**config.mk**
```make
export PLATFORM = sky130hd
export DESIGN_NAME = pipe_ctrl
export DESIGN_NICKNAME = d
export VERILOG_FILES = /design/src/rtl/pipe_ctrl.sv
export SDC_FILE = /design/constraint.sdc
export NUM_CORES = 1
export LEC_CHECK = 0
export ABC_AREA = 1
export BUFFER_PORTS_ARGS = -buffer_cell sky130_fd_sc_hd__buf_2
export CAP_MARGIN = 10
export CORE_MARGIN = 10
export CORE_UTILIZATION = 45
export CTS_BUF_LIST = sky130_fd_sc_hd__clkbuf_8
export CTS_CLUSTER_DIAMETER = 150
export DETAILED_ROUTE_END_ITERATION = 16
export PLACE_DENSITY = 0.86
export SYNTH_ARGS = -nofsm -noshare
export SYNTH_HDL_FRONTEND = slang
export SYNTH_SLANG_ARGS = --single-unit
```
**constraint.sdc**
```tcl
create_clock -name clk -period 1.4 [get_ports clk]
set_input_delay 0.21 -clock clk [delete_from_list [all_inputs] [get_ports clk]]
set_output_delay 0.21 -clock clk [all_outputs]
set_load 0.02 [all_outputs]
```
**src/rtl/pipe_ctrl.sv**
```systemverilog
// pipe_ctrl: pipeline hazard controller.
// Handles three things:
//   - branch redirects from stage BR_STAGE
//   - serialising instructions held in decode
//   - trap entry: drain the pipeline, then redirect fetch to the trap vector
//
// Handshake for trap_req/trap_insert:
//   - trap_req is a level request that the source holds.
//   - The request is accepted in RUN, and the vector is captured at that moment.
//   - trap_insert pulses for one cycle when the trap is actually taken.
//   - The source drops trap_req on that same cycle.
//
// All outputs are combinational from the registered state and the current
// inputs. state_dbg exposes the FSM state with this encoding:
//   0 = RUN, 1 = SERIAL, 2 = DRAIN, 3 = TRAP
module pipe_ctrl #(
  parameter int XLEN     = 32,
  parameter int NSTAGE   = 3,
  parameter int BR_STAGE = 1
) (
  input  logic              clk,
  input  logic              rst,
  input  logic [NSTAGE-1:0] stage_valid,
  input  logic              stall_in,
  input  logic              branch,
  input  logic [XLEN-1:0]   branch_addr,
  input  logic              trap_req,
  input  logic [XLEN-1:0]   trap_addr,
  input  logic              serial_req,
  output logic              next_pc_en,
  output logic [XLEN-1:0]   next_pc,
  output logic              bubble_fetch,
  output logic [NSTAGE-1:0] flush,
  output logic              trap_insert,
  output logic              serial_pending,
  output logic [1:0]        state_dbg
);

  typedef enum logic [1:0] {
    RUN    = 2'd0,
    SERIAL = 2'd1,
    DRAIN  = 2'd2,
    TRAP   = 2'd3
  } state_e;

  // Stages younger than the branch-resolving stage are the wrong path.
  localparam logic [NSTAGE-1:0] FLUSH_MASK = NSTAGE'((32'd1 << BR_STAGE) - 32'd1);

  state_e            state_q, state_d;
  logic [XLEN-1:0]   tvec_q, tvec_d;
  logic              br_q, ser_q, empty;

  // Requests count only when the stage that raises them holds a real instruction.
  assign br_q      = branch & stage_valid[BR_STAGE];
  assign ser_q     = serial_req & stage_valid[0];
  assign empty     = (stage_valid == '0);
  assign state_dbg = state_q;

  // State and captured trap vector; reset aborts any pending serialise or trap.
  always_ff @(posedge clk or posedge rst) begin
    if (rst) begin
      state_q <= RUN;
      tvec_q  <= '0;
    end else begin
      state_q <= state_d;
      tvec_q  <= tvec_d;
    end
  end

  // Next-state logic and the redirect/bubble/flush outputs.
  always_comb begin
    state_d        = state_q;
    tvec_d         = tvec_q;
    next_pc_en     = 1'b0;
    next_pc        = tvec_q;
    bubble_fetch   = 1'b0;
    flush          = '0;
    trap_insert    = 1'b0;
    serial_pending = (state_q == SERIAL);

    // A taken branch redirects fetch in every state except the trap cycle.
    // Stalls never hold it back.
    if (br_q && (state_q != TRAP)) begin
      next_pc_en   = 1'b1;
      next_pc      = branch_addr;
      bubble_fetch = 1'b1;
      flush        = FLUSH_MASK;
    end

    case (state_q)
      RUN: begin
        // A trap wins over a serialise request.
        // A branch in the same cycle still redirects, and the trap is still
        // accepted. A serialise request in the same cycle as a branch is on
        // the flushed path, so it is dropped.
        if (trap_req) begin
          tvec_d  = trap_addr;
          state_d = DRAIN;
        end else if (ser_q && !br_q) begin
          state_d = SERIAL;
        end
      end
      SERIAL: begin
        // Starve fetch until the serialising instruction has left the pipe.
        bubble_fetch = 1'b1;
        if (empty && !stall_in) state_d = RUN;
      end
      DRAIN: begin
        // Let older instructions retire before the trap is taken.
        bubble_fetch = 1'b1;
        if (empty && !stall_in) state_d = TRAP;
      end
      TRAP: begin
        trap_insert  = 1'b1;
        next_pc_en   = 1'b1;
        next_pc      = tvec_q;
        bubble_fetch = 1'b1;
        state_d      = RUN;
      end
      default: state_d = RUN;
    endcase
  end

endmodule

```
Word-level counts from Yosys, hierarchy flattened
Cells that the tools add are included.
Storage, ports and cells
  register bits: 34
  latch bits: 0
  RAM bits: 0
  ROM bits: 0
  output and inout port bits: 41
  memories kept: 0
Cells by class
  add/sub/neg operators: 0
  multiply operators: 0
  div/mod/pow operators: 0
  $lt $le $gt $ge: 0
  equal/unequal tests: 7
  shift operators: 0
  mux-type cells: 12
  bitwise logic cells: 2
  reductions and logical operators: 10
Operators with widths (number)
  $mux 32: 2
  $mux 2: 4
  $pmux 2 s4: 1
  $mux 1: 5
  $eq 2x2->1 const B: 2
  $ne 2x2->1 const B: 2
  $logic_and 1x1->1: 3
  $logic_not 3->1: 1
  $ne 3x3->1 const B: 1
  $reduce_and 3->1: 1
  $reduce_or 3->1: 1
  $and 1x1->1: 2
  $eq 2x1->1 const B: 1
  $logic_not 1->1: 2
  $logic_not 2->1: 1
  $ne 2x1->1 const B: 1
  $reduce_and 2->1: 1

Logic depth before layout (Yosys ltp)
  word-level depth: 6
  depth in mapped cells: 6
  depth with buffers taken out: 6

Worst setup path after synthesis
No wires, ideal clock.
  kind: register to output
  start point: reg state_q[0], in the netlist state_dbg[0]
  end point: out next_pc[22]
  arrival time: 1.215 ns
  required time: 1.190 ns
  path slack: -0.025 ns
  cell stages (with the launch flop): 7
  cell sequence: dfrtp_1 -> nand2_2 -> nand3_4 -> inv_4 -> buf_12 -> nand2_2 -> nand2_1
On the way
  cells in the longest elaborated chain, start to end: 4
  elaborated cells between the ends (all ways): 5
  those cells by class: eq/ne: 2; mux: 2; reduce/logical: 1
Ends and longest elaborated chain
  from (decl): RTL line 49  | state_e state_q, state_d;
  from (signal assigned): RTL line 65  | state_q <= state_d;
  $ne 2x2->1: RTL line 83  | if (br_q && (state_q != TRAP)) begin
  $logic_and 1x1->1: RTL line 83
  $mux 32: RTL line 83
  $mux 32 (*): RTL line 90  | case (state_q)
  to (decl): RTL line 31  | output logic [XLEN-1:0] next_pc,
Mark *: on every way between the ends. The rest lies on a longest branch, timed or not.

Final worst setup path
  start point: reg state_q[1], in the netlist state_dbg[1]
  end point: out next_pc[21]
Same word-level chain as after synthesis.

==> results summary <==
The chip width is 85.0 um. The post-route worst setup slack came out at -0.259 ns. STA classifies the critical path endpoint as an output port. The clock transition time at the flip-flop clock pins of the worst setup and hold paths is around 0.060 ns. The number of H-tree branching levels is 2.

The leakage dissipation is 1.78 nW. The core region area is between 4000 and 5000 sq um. By startpoint and endpoint, the worst setup path is classified as reg2out.

The number of nets in the final layout came out at between 400 and 500. The worst-case clock skew came out at 0.00446 ns. The via count of the first global-routing pass is between 2000 and 2500. The post-route fraction of the period consumed by the critical path came out at 1.19.

The checks that failed: negative setup slack. The worst hold slack is 0.0314 ns. The number of antenna violations at the first check in global routing came out at 0. The detailed router placed roughly 2100 vias in this run. The netlist area before placement came out at around 1900 sq um. The synthesized design spends more area on one cell type than any other, namely sky130_fd_sc_hd__dfrtp_1.

In the final layout, the share of cells above drive strength 1 is 0.490. After detailed placement, the design holds a cell count of 426. Across the VDD grid, the largest voltage drop is about 1.3 mV.

The hold violation total from the final report came out at 0. The global-route wire length before repair came out at 9660 um. In this run the power density over the cells is approximately 2100 nW/um^2.

The total routed wirelength came out at approximately 6700 um. The clock network latency to the later pin of the worst-skew pair is between 0.2 and 0.3 ns. The count of cells in the finished layout, fillers not included, comes to between 400 and 500.

The number of max-cap violations came out at 0. The post-synthesis register bit count is 34. The design internal power came out at 3.65 mW. The number of top-level design ports came out at between 100 and 150.

Of the total power, registers draw 0.281. Setup violations remaining at the end of the flow were counted as 33. The detail-routed net length per standard cell is roughly 15 um. From bottom edge to top edge, the die measures 85.0 um. The most numerous cell type found on the critical path is sky130_fd_sc_hd__nand2_1. The worst path arrival time is roughly 1.5 ns.

The critical path goes through nand2_4 > nand3_4 > buf_12 > clkbuf_16 > nand2_1 > nand2_1 > buf_6. Clock tree synthesis found a total of 34 sinks. met2 is the most crowded layer.

The pin count of the biggest net entering global routing is 35. The netlist uses 18 different library cells. The effective utilization at floorplan is 0.469.

Setup repair after global routing could not meet its margin everywhere. The proportion of synthesized chip area in sequential cells came out at 0.447. Dividing the detail-routed via count by the number of cells gives 4.87.

The maximum net fanout on the critical path is 7. The met2 track demand over resource came out at 0.284. Averaged over all synthesized cells, the footprint is roughly 7.0 sq um. For this design the total switching power over the nets is about 2.7 mW. The cell sitting at the root of the clock tree is a sky130_fd_sc_hd__clkbuf_8. In the global route stage, met3 resource usage came out at 0.0583. The count of synthesis-stage warnings from yosys is 0. The max-slew violation total from the final report was 0. The half-perimeter wire length after placement is around 4500 um.

TritonCTS built the clock tree. The final period demand of the worst path is approximately 1.7 ns. The switching power as a share of total power is 0.429. Counting along the longest clock path gives a buffer depth of 2. The remaining global-route overflow came out at 0.

During placement, the flow inserted port buffers numbering 111. Among all stages on the critical path, the largest delay is contributed by sky130_fd_sc_hd__dfrtp_2. The worst setup slack after placement came out at -0.0463 ns. The family with the most delay on the worst path is buffers and inverters. After detailed routing, the number of remaining DRC violations is 0. The area growth from synthesis to layout is 61.3%. The highest cell delay on the worst timing path is between 0.4 and 0.5 ns. The clock share of power is 0.133.

Once detail routing completed, the nets flagged for antenna violations numbered 0. The logic gate share of total power came out at 0.585. Sorting the synthesized cells by area gives the leading types as sky130_fd_sc_hd__dfrtp_1 45%, sky130_fd_sc_hd__nand2_1 31%, sky130_fd_sc_hd__nand3_1 8.9%, sky130_fd_sc_hd__nand2_2 3.6%, sky130_fd_sc_hd__buf_2 2.1%. The required arrival time at the worst endpoint is around 1.2 ns. The length of the first detailed-routing pass in iterations is 4. The maximum achievable frequency is between 0.6 and 0.7 GHz. The sum of buffers and inverters on the critical path came out at 3. The layout filler cell count is around 310. The overall track demand over capacity in global routing came out at 0.161. The number of placement rows is 23. The area of the die came out at ~7200 sq um.

The number of clock buffers added by TritonCTS is 5. Synthesis produced a netlist whose cell count is 271. The fraction of synthesized cell area taken by the top area cell type came out at 0.447. The type of origin of the critical path is a flip-flop.

The run finished, with violations left. The congestion estimate from routability-driven global placement came to between 0.8 and 0.9. The violation count after the first detailed-route iteration is around 140. The met1 usage in global routing came out at 0.173. The path class of the lowest-slack min-delay path is in2async.
==> metrics by stage <==
stage	total power [mW]	instance area (sq um)	TNS [ns]	utilization
after global placement	4.47	2490	0	0.614
after floorplan	3.60	1910	0	-
after CTS	5.61	2680	-6.23	0.660
after detailed placement	4.57	2490	-0.335	0.614
final	6.40	3070	-7.60	0.756
after global routing	6.86	3070	-8.99	0.755
==> cell families after synthesis <==
group | Yosys count | synth area share
simple gates | 211 | 0.465
flops | 34 | 0.447
compound gates | 2 | 0.00526
buf+inv | 23 | 0.0803
other cells | 1 | 0.00197
==> metal layers <==
metal / vias to the layer above / part of all wire
li1: 1068 / -
met1: 981 / 0.35
met2: 89 / 0.53
met3: 10 / 0.095
met4: 0 / 0.023
met5: - / 0
==> cell usage after synthesis <==
library cell and count:
sky130_fd_sc_hd__nand2_1 159, sky130_fd_sc_hd__nand3_4 1, sky130_fd_sc_hd__nor2_4 1, sky130_fd_sc_hd__nand3_1 34, sky130_fd_sc_hd__buf_2 8, sky130_fd_sc_hd__buf_4 4
sky130_fd_sc_hd__buf_6 3, sky130_fd_sc_hd__nor3_1 1, sky130_fd_sc_hd__a21oi_1 1, sky130_fd_sc_hd__clkbuf_1 2, sky130_fd_sc_hd__buf_12 1, sky130_fd_sc_hd__nor2_1 4
sky130_fd_sc_hd__inv_1 4, sky130_fd_sc_hd__conb_1 1, sky130_fd_sc_hd__dfrtp_1 34, sky130_fd_sc_hd__o21ai_0 1, sky130_fd_sc_hd__nand2_2 11, sky130_fd_sc_hd__inv_4 1
==> worst register-to-register path, cell delays in order (launching register included) <==
cell                      delay [ns]
sky130_fd_sc_hd__dfrtp_2        0.43
sky130_fd_sc_hd__buf_6          0.14
sky130_fd_sc_hd__nor2_4         0.12
sky130_fd_sc_hd__buf_4          0.15
sky130_fd_sc_hd__nand2_2        0.06
sky130_fd_sc_hd__buf_12         0.17
sky130_fd_sc_hd__nand2_1        0.09
sky130_fd_sc_hd__nand2_1        0.05
==> area by class of cell <==
class / count / area, sq um / share of cell area
clock inverter: 3 / 37.5 / 0.0122
tap: 50 / 62.6 / 0.0204
timing repair buffer: 127 / 961 / 0.313
inverter: 5 / 31.3 / 0.0102
multi-input combinational: 215 / 1040 / 0.339
sequential: 34 / 853 / 0.278
clock buffer: 5 / 68.8 / 0.0224
antenna: 1 / 2.50 / 0.000816
timing repair inverter: 1 / 11.3 / 0.00367
==> state kept, by name, summed over array words and instances, names as in the netlist <==
| name | flops |
|---|---|
| state_dbg | 2 |
| tvec_q | 32 |
==> cells in the final DEF, fill, tap and decap left out <==
cell,netlist,final
sky130_fd_sc_hd__a21oi_1,1,1
sky130_fd_sc_hd__buf_12,1,4
sky130_fd_sc_hd__buf_2,8,79
sky130_fd_sc_hd__buf_4,4,10
sky130_fd_sc_hd__buf_6,3,32
sky130_fd_sc_hd__bufinv_16,0,1
sky130_fd_sc_hd__clkbuf_16,0,2
sky130_fd_sc_hd__clkbuf_8,0,5
sky130_fd_sc_hd__conb_1,1,2
sky130_fd_sc_hd__dfrtp_1,34,32
sky130_fd_sc_hd__dfrtp_2,0,2
sky130_fd_sc_hd__diode_2,0,1
sky130_fd_sc_hd__inv_1,4,6
sky130_fd_sc_hd__inv_12,0,1
sky130_fd_sc_hd__inv_8,0,1
sky130_fd_sc_hd__nand2_1,159,119
sky130_fd_sc_hd__nand2_2,11,44
sky130_fd_sc_hd__nand2_4,0,7
sky130_fd_sc_hd__nand3_1,34,34
sky130_fd_sc_hd__nand3_4,1,1
sky130_fd_sc_hd__nor2_1,4,3
sky130_fd_sc_hd__nor2_2,0,1
sky130_fd_sc_hd__nor2_4,1,1
sky130_fd_sc_hd__nor3_1,1,1
sky130_fd_sc_hd__o21ai_0,1,1
==> worst paths after layout <==
| path | start | end | slack (ns) | cells past startpoint |
|---|---|---|---|---|
| max | state_dbg[1]$_DFFE_PP0P_ | next_pc[21] | -0.26 | 7 |
| min | rst | tvec_q[7]$_DFFE_PP0P_ | 0.03 | 3 |
| max reg2reg | state_dbg[0]$_DFFE_PP0P_ | tvec_q[3]$_DFFE_PP0P_ | 0.08 | 7 |
| min reg2reg | tvec_q[6]$_DFFE_PP0P_ | tvec_q[6]$_DFFE_PP0P_ | 0.48 | 2 |
| max in group asynchronous | rst | state_dbg[1]$_DFFE_PP0P_ | 1.04 | 3 |
| min in group clk | trap_addr[25] | tvec_q[25]$_DFFE_PP0P_ | 0.16 | 3 |
==> power groups by stage <==
stage | Sequential [mW] | Combinational (mW) | Clock (mW)
after floorplan | 1.72 | 1.87 | 0
after global placement | 1.68 | 2.78 | 0
after detailed placement | 1.71 | 2.85 | 0
after CTS | 1.70 | 3.05 | 0.863
after global routing | 1.85 | 4.10 | 0.909
final | 1.80 | 3.74 | 0.852
==> repair_timing <==
| action | in CTS | in global routing |
|---|---|---|
| setup buffers | 1 | 1 |
| gates resized for setup | 27 | 94 |
| cloned | 0 | 4 |
| hold buffers | 0 | 0 |
| setup endpoints to repair | 34 | 35 |
| pin swaps | 1 | 12 |
No activity file was read; power rests on OpenSTA's default activity.
